$ cat src/rtl/p_s_serializer.sv
// p_s_serializer: parallel-to-serial stage with valid/ready on both sides.
// Each accepted WIDTH-bit word is emitted one bit per beat, either MSB-first
// or LSB-first. A one-word pending buffer lets frames stream back-to-back.
// Optional feature macro: P_S_SERIALIZER_PARITY_EN appends an even-parity
// beat (^word) after the data bits, making each frame WIDTH+1 beats long.
module p_s_serializer #(
    parameter int WIDTH = 4
) (
    input  logic             clk,
    input  logic             rst,
    input  logic [WIDTH-1:0] in_data,
    input  logic             in_msb_first,
    input  logic             in_valid,
    output logic             in_ready,
    output logic             ser_data,
    output logic             ser_valid,
    input  logic             ser_ready,
    output logic             ser_sof,
    output logic             ser_eof,
    output logic             busy
);

`ifdef P_S_SERIALIZER_PARITY_EN
    localparam int FRAME_LEN = WIDTH + 1;
`else
    localparam int FRAME_LEN = WIDTH;
`endif
    // Sized so the reload value FRAME_LEN always fits.
    localparam int CNT_W = $clog2(FRAME_LEN + 1);

    typedef enum logic {IDLE, SHIFT} state_t;

    state_t             state_reg, state_next;
    logic [WIDTH-1:0]   sh_reg;
    logic               msb_reg;
    logic [CNT_W-1:0]   cnt_reg;
    logic [WIDTH-1:0]   pend_reg;
    logic               pend_msb_reg;
    logic               pend_v_reg;
`ifdef P_S_SERIALIZER_PARITY_EN
    logic               par_reg;
`endif

    logic               accept;
    logic               beat;
    logic               last_beat;
    logic               load_pend;
    logic               load_in;
    logic               to_pend;
    logic               data_bit;
    logic [WIDTH-1:0]   sh_left;
    logic [WIDTH-1:0]   sh_right;

    // Zero-filled shift toward either output end.
    for (genvar gi = 0; gi < WIDTH; gi++) begin : g_shift
        if (gi == 0) begin : g_lo
            assign sh_left[gi]  = 1'b0;
            assign sh_right[gi] = sh_reg[gi+1];
        end else if (gi == WIDTH - 1) begin : g_hi
            assign sh_left[gi]  = sh_reg[gi-1];
            assign sh_right[gi] = 1'b0;
        end else begin : g_mid
            assign sh_left[gi]  = sh_reg[gi-1];
            assign sh_right[gi] = sh_reg[gi+1];
        end
    end

    assign in_ready  = !pend_v_reg;
    assign ser_valid = (state_reg == SHIFT);
    assign busy      = (state_reg == SHIFT) | pend_v_reg;
    assign ser_sof   = ser_valid & (cnt_reg == CNT_W'(FRAME_LEN));
    assign ser_eof   = ser_valid & (cnt_reg == CNT_W'(1));

    assign accept    = in_valid & in_ready;
    assign beat      = ser_valid & ser_ready;
    assign last_beat = beat & (cnt_reg == CNT_W'(1));
    // The shifter is refilled from pend first; a direct load happens when idle
    // or on a last beat with pend empty. Both cannot coincide since in_ready=0
    // while pend is full.
    assign load_pend = last_beat & pend_v_reg;
    assign load_in   = accept & ((state_reg == IDLE) | (last_beat & !pend_v_reg));
    assign to_pend   = accept & (state_reg == SHIFT) & !last_beat;

`ifdef P_S_SERIALIZER_PARITY_EN
    assign data_bit = (cnt_reg == CNT_W'(1)) ? par_reg
                    : (msb_reg ? sh_reg[WIDTH-1] : sh_reg[0]);
`else
    assign data_bit = msb_reg ? sh_reg[WIDTH-1] : sh_reg[0];
`endif
    assign ser_data = ser_valid & data_bit;

    // State register.
    always_ff @(posedge clk or posedge rst) begin
        if (rst) begin
            state_reg <= IDLE;
        end else begin
            state_reg <= state_next;
        end
    end

    // Next state: enter SHIFT on accept, leave only when the last beat has no successor.
    always_comb begin
        state_next = state_reg;
        case (state_reg)
            IDLE:    if (accept) state_next = SHIFT;
            SHIFT:   if (last_beat && !pend_v_reg && !accept) state_next = IDLE;
            default: state_next = IDLE;
        endcase
    end

    // Shifter, bit order, beat counter and parity: load a new word or advance one beat.
    always_ff @(posedge clk or posedge rst) begin
        if (rst) begin
            sh_reg  <= '0;
            msb_reg <= 1'b0;
            cnt_reg <= '0;
`ifdef P_S_SERIALIZER_PARITY_EN
            par_reg <= 1'b0;
`endif
        end else if (load_pend) begin
            sh_reg  <= pend_reg;
            msb_reg <= pend_msb_reg;
            cnt_reg <= CNT_W'(FRAME_LEN);
`ifdef P_S_SERIALIZER_PARITY_EN
            par_reg <= ^pend_reg;
`endif
        end else if (load_in) begin
            sh_reg  <= in_data;
            msb_reg <= in_msb_first;
            cnt_reg <= CNT_W'(FRAME_LEN);
`ifdef P_S_SERIALIZER_PARITY_EN
            par_reg <= ^in_data;
`endif
        end else if (beat) begin
            sh_reg  <= msb_reg ? sh_left : sh_right;
            cnt_reg <= cnt_reg - CNT_W'(1);
        end
    end

    // Pending buffer: filled by accepts during a frame, drained on the last beat.
    always_ff @(posedge clk or posedge rst) begin
        if (rst) begin
            pend_reg     <= '0;
            pend_msb_reg <= 1'b0;
            pend_v_reg   <= 1'b0;
        end else if (load_pend) begin
            pend_v_reg   <= 1'b0;
        end else if (to_pend) begin
            pend_reg     <= in_data;
            pend_msb_reg <= in_msb_first;
            pend_v_reg   <= 1'b1;
        end
    end

endmodule

$ cat config.mk
export PLATFORM = sky130hd
export DESIGN_NAME = p_s_serializer
export DESIGN_NICKNAME = d
export VERILOG_FILES = /design/src/rtl/p_s_serializer.sv
export SDC_FILE = /design/constraint.sdc
export NUM_CORES = 1
export LEC_CHECK = 0
export ABC_AREA = 0
export BUFFER_PORTS_ARGS = -buffer_cell sky130_fd_sc_hd__buf_2
export CORE_MARGIN = 5
export CORE_UTILIZATION = 55
export CTS_CLUSTER_DIAMETER = 120
export DETAILED_ROUTE_END_ITERATION = 12
export HOLD_SLACK_MARGIN = 0.03
export PLACE_DENSITY = 0.78
export SETUP_SLACK_MARGIN = 0.3
export SYNTH_ARGS = -nofsm -noshare
export SYNTH_HDL_FRONTEND = slang
export SYNTH_SLANG_ARGS = --single-unit
$ cat constraint.sdc
create_clock -name clk -period 2.3 [get_ports clk]
set_input_delay 0.115 -clock clk [delete_from_list [all_inputs] [get_ports clk]]
set_output_delay 0.115 -clock clk [all_outputs]
set_load 0.02 [all_outputs]
== Word-level counts from Yosys, hierarchy flattened ==
Cells that the tools add are included.

* Add/subtract/negate cells: 1
* Equality and inequality tests: 2
* Mux-type cells: 15
* Bitwise operators: 15
* Reduce and logical (&&, ||, !) cells: 9

{| class="wikitable"
|+ Operators with widths
! operator !! count
|-
| 2-to-1 mux 4 bit || 4
|-
| bitwise AND 1 bit || 11
|-
| 2-to-1 mux 3 bit || 3
|-
| 2-to-1 mux 1 bit || 7
|-
| nonzero test 2 bit || 2
|-
| == test 3 x 1 -> 1 bit (second input constant) || 1
|-
| == test 3 bit (second input constant) || 1
|-
| logical NOT 1 bit || 3
|-
| nonzero test 3 bit || 1
|-
| subtractor 3 x 1 -> 3 bit (second input constant) || 1
|-
| logical AND 1 bit || 2
|-
| inverter 1 bit || 2
|-
| bitwise OR 1 bit || 2
|-
| one-hot mux 1 bit (2 select lines) || 1
|-
| AND reduction 2 bit || 1
|}

* Register bits: 15
* Input bits: 9
* Output and inout port bits: 6
* Word-level logic and storage cells: 49

== Depth between registers and ports, before layout ==
* Word-level depth: 7
* Mapped depth: 7
* Mapped depth without buffers: 6

== Least setup slack after synthesis ==
Ideal clock, no wire load.

* Kind: reg-to-reg
* Start: register cnt_reg[0]
* End: register pend_msb_reg
* Setup time: 0.125 ns
* Data arrival time: 1.353 ns
* Required time: 2.175 ns
* Slack: 0.822 ns
* Cell stages (with the launch flop): 6
* Path buffers: 1
* Clock period less this slack: 1.478 ns
* Path through: dfrtp_1 -> ha_1 -> nand3b_1 -> and4_4 -> buf_6 -> mux2_4

* Word-level cells in the longest chain between the ends: 5
* Elaborated cells on any way between the ends: 7
* Those cells by class: eq/ne (1); bitwise (4); reduce/logical (2)

{| class="wikitable"
|+ RTL lines
! element !! RTL line !! text
|-
| from (decl) || 36 || <nowiki>logic [CNT_W-1:0] cnt_reg;</nowiki>
|-
| from (signal assigned) || 123 || <nowiki>cnt_reg <= CNT_W'(FRAME_LEN);</nowiki>
|-
| from (signal assigned) || 130 || <nowiki>cnt_reg <= CNT_W'(FRAME_LEN);</nowiki>
|-
| from (signal assigned) || 136 || <nowiki>cnt_reg <= cnt_reg - CNT_W'(1);</nowiki>
|-
| == test 3 x 1 -> 1 bit * || 76 || <nowiki>assign last_beat = beat & (cnt_reg == CNT_W'(1));</nowiki>
|-
| bitwise AND 1 bit * || 76 ||
|-
| logical NOT 1 bit / bitwise AND 1 bit (equally long branches) || 82, 80 ||
|-
| bitwise AND 1 bit / inverter 1 bit (equally long branches) || - ||
|-
| AND reduction 2 bit (no line) * || - ||
|-
| to (signal assigned) || 150 || <nowiki>pend_msb_reg <= in_msb_first;</nowiki>
|-
| to (decl) || 38 || <nowiki>logic pend_msb_reg;</nowiki>
|}

Every way passes the cells marked *; elsewhere a longest branch is shown, timed or not.
A chain may end at the register's enable or synchronous reset.

== Final worst setup path ==
* Start: register cnt_reg[1]
* End: register sh_reg[1]

* Word-level cells in the longest chain between the ends: 7
* Elaborated cells on any way between the ends: 9
* Those cells by class: eq/ne (1); mux (2); bitwise (5); reduce/logical (1)

{| class="wikitable"
|+ RTL lines
! element !! RTL line !! text
|-
| == test 3 x 1 -> 1 bit * || 76 ||
|-
| bitwise AND 1 bit * || 76 ||
|-
| bitwise AND 1 bit || 81 || <nowiki>assign load_in = accept & ((state_reg == IDLE) | (last_beat & !pend_v_reg));</nowiki>
|-
| bitwise OR 1 bit || 81 ||
|-
| bitwise AND 1 bit || 81 ||
|-
| 2-to-1 mux 4 bit || 127 || <nowiki>end else if (load_in) begin</nowiki>
|-
| 2-to-1 mux 4 bit || 120 || <nowiki>end else if (load_pend) begin</nowiki>
|-
| to (signal assigned) || 121 || <nowiki>sh_reg <= pend_reg;</nowiki>
|-
| to (signal assigned) || 128 || <nowiki>sh_reg <= in_data;</nowiki>
|-
| to (signal assigned) || 135 || <nowiki>sh_reg <= msb_reg ? sh_left : sh_right;</nowiki>
|-
| to (decl) || 34 || <nowiki>logic [WIDTH-1:0] sh_reg;</nowiki>
|}

Marks and branches as above.

==> impl_results.md <==
* H-tree levels at 1
* Net Sw Power at 0.000441 W
* Pleak at ~0.46 nW
* Die area at 2500 µm²
* DR vias/cell at roughly 5.8
* Layout Nets at 106
* Detailed-route wire length per cell at 15.0 µm
* R2R setup slack at 0.67 ns
* Slew @ Worst Pin at roughly 0.55 ns
* Internal at 0.000709 W
* Data required, critical path at 2.49 ns
* Slew headroom at 63.6%
* Synthesized cell area at 878 µm²
* Setup TNS after final layout at 0 ns
* Ys Warns at 0
* Max Slew Vio Count at 0
* Cts bufs inserted at 3
* Clk Latency, worst-skew pair at 0.28 ns
* Drt pass-1 iters at 4
* Most used DFF post-synth: dfrtp_1
* Max capacitance violation total at 0
* Crit Path Category: reg -> reg
* Vias in the first global route at 593
* Switching portion of total power at 38.4%
* Gr usage total at between 10 and 15%
* Vias after detailed routing at between 600 and 700
* N_diodes at 0
* Seq pwr share at 44.0%
* Cells after synthesis at 79
* Fmax at ~610 MHz
* R2r startpoint: cnt_reg[1]
* Worst path arrival time at about 1.8 ns
* Synth cell types at 31
* Critical Path Source Type: flip-flop
* # DRC at 0
* Hold_buf cts at 1
* Mapped Avg Cell Area at 11.1 µm²
* Layout cells sized above 1 at 34.4%
* IO Count at 15
* Initial core utilization at around three fifths
* Row count at 14
* Post-route ant nets at 0
* Clk root buf: clkbuf_4
* Worst R2R End: sh_reg[1]
* Largest net degree at the start of global routing at 16
* WHS Endpoint: msb_reg
* Gpl congestion at 0.803
* Hold path depth at 3
* Part of the power in the clock network at 12.9%
* DP Cell Count at 104
* Smallest setup slack after layout at 0.667 ns
* CTS resizes at 0
* Final hold violation count at 0
* Die width at 50.0 µm
* IO Port Bufs at 14
* Ys async rst share at 100%
* CTS tree: built
* Number of synthesized flops with an enable pin at 0
* Reg2Reg Depth at 6
* Setup WS pre-CTS at ~0.71 ns
* Clock-pin slew on the worst setup and hold paths at 0.09 ns
* Area delta synth->final at 9.69%
* CTS sink count at 15
* Power Dens Cells at approximately 1200 nW/µm²
* Antenna violations before repair at 0
* Final wirelength at 1.64 mm
* Postcts setup bufs at 0
* Fin crit share at 71.0%
* Min-delay src: in_msb_first
* Clock period minus worst slack at 1.63 ns
* GRT overflow at 0
* Die Ht at 50.0 µm
* Clock Skew at about 0.00074 ns
* Gate power share at 43.1%
* Net Count, Synth at 91
* Post-DP HPWL at 1.27 mm
* Critical path peak fanout at 6
* First-pass GRT wire length at 2.77 mm
* CP endpoint kind: flip-flop
* Utilization after layout at a little under two thirds
* Post-synthesis sequential area ratio at 42.7%
* HP Class: in -> reg
* Detailed Route Iter0 Violations at 16
* Final non-filler cell total at 109
* Final setup fails at 0
* RSZ-0062 raised after global routing: false
* CTS max path bufs at 2
* Status: finished, final reports clean
* Final Hold Slack at 0.0725 ns
* Worst vdd ir at 556 µV
* Yosys reg bits at 15
* Core area at 1510 µm²
worst max-delay path, cell delays in order (launching register included):
cell      delay, ns
dfrtp_1        0.37
inv_1          0.09
ha_1           0.18
and4b_1        0.38
o22ai_4        0.14
nor2b_4        0.16
a221oi_2       0.23
metal layers:
metal | global-route usage [%] | vias to the layer above | part of all wire [%]
met1 | 20.9 | 301 | 48
li1 | - | 311 | -
met2 | 20.8 | 20 | 44
met5 | 0 | - | 0
met3 | 3.01 | 4 | 6.8
met4 | 5.24 | 0 | 1.3
logic make-up (layout without fill, tap and decap cells):
| kind of cell | after synthesis | count (layout) | synth area share, % |
|---|---|---|---|
| and+or+nand+nor | 23 | 23 | 16.0 |
| AOI/OAI and AO/OA | 18 | 18 | 17.2 |
| DFF | 15 | 15 | 42.7 |
| buffers and inverters | 12 | 26 | 7.83 |
| muxes | 8 | 8 | 12.0 |
| adders and majority gates | 3 | 3 | 4.27 |
synth_stat cells (all sizes together), types with 3 or more instances:
library cell  count  share of area, %
a31oi             4               2.8
buf               4               4.4
dfrtp            15                43
ha                3               4.3
inv               7               3.0
mux2              5               8.5
mux2i             3               3.4
nand2             9               3.8
nor2              4               1.7
o21ai             3               2.1
o22ai             4               4.4
worst max path at each step:
stage / startpoint / to / slack (ns) / cells past startpoint
after global placement: ser_valid / sh_reg[1] / 0.73 / 4
after CTS: cnt_reg[1] / sh_reg[1] / 0.67 / 6
final: cnt_reg[1] / sh_reg[1] / 0.67 / 6
after detailed placement: cnt_reg[1] / sh_reg[1] / 0.71 / 6
after global routing: cnt_reg[1] / sh_reg[1] / 0.53 / 6
after floorplan: cnt_reg[0] / pend_msb_reg / 0.82 / 5
placed cells by master, fill, tap and decap left out, types with 2 or more instances in the layout:
cell type   n
dfrtp_1    15
buf_2      14
nand2_1     9
inv_1       7
mux2_4      5
nor2_1      4
a31oi_1     4
mux2i_1     3
o22ai_1     3
ha_1        3
clkbuf_4    3
nand3b_1    2
a221oi_2    2
per-stage QoR:
step,instance area (µm²),total power (W)
6_report,963,0.00115
3_3_place_gp,926,0.000990
4_1_cts,963,0.00116
2_1_floorplan,878,0.000906
5_1_grt,963,0.00125
3_5_place_dp,926,0.00101
power by group through the flow:
| stage | logic [W] | registers (W) | clock network (W) |
|---|---|---|---|
| CTS | 0.000500 | 0.000507 | 0.000153 |
| global placement | 0.000484 | 0.000506 | 0 |
| detailed placement | 0.000496 | 0.000514 | 0 |
| global route | 0.000558 | 0.000526 | 0.000162 |
| floorplan | 0.000454 | 0.000452 | 0 |
| finish | 0.000495 | 0.000506 | 0.000148 |
layout make-up:
type | count | area (µm²)
clock buffer | 3 | 22.5
fill | 124 | 543
sequential | 15 | 375
timing repair buffer | 15 | 80.1
tap | 16 | 20.0
clock inverter | 1 | 5.00
inverter | 7 | 26.3
multi-input combinational | 52 | 434
Power figures use the tool's default switching activity.
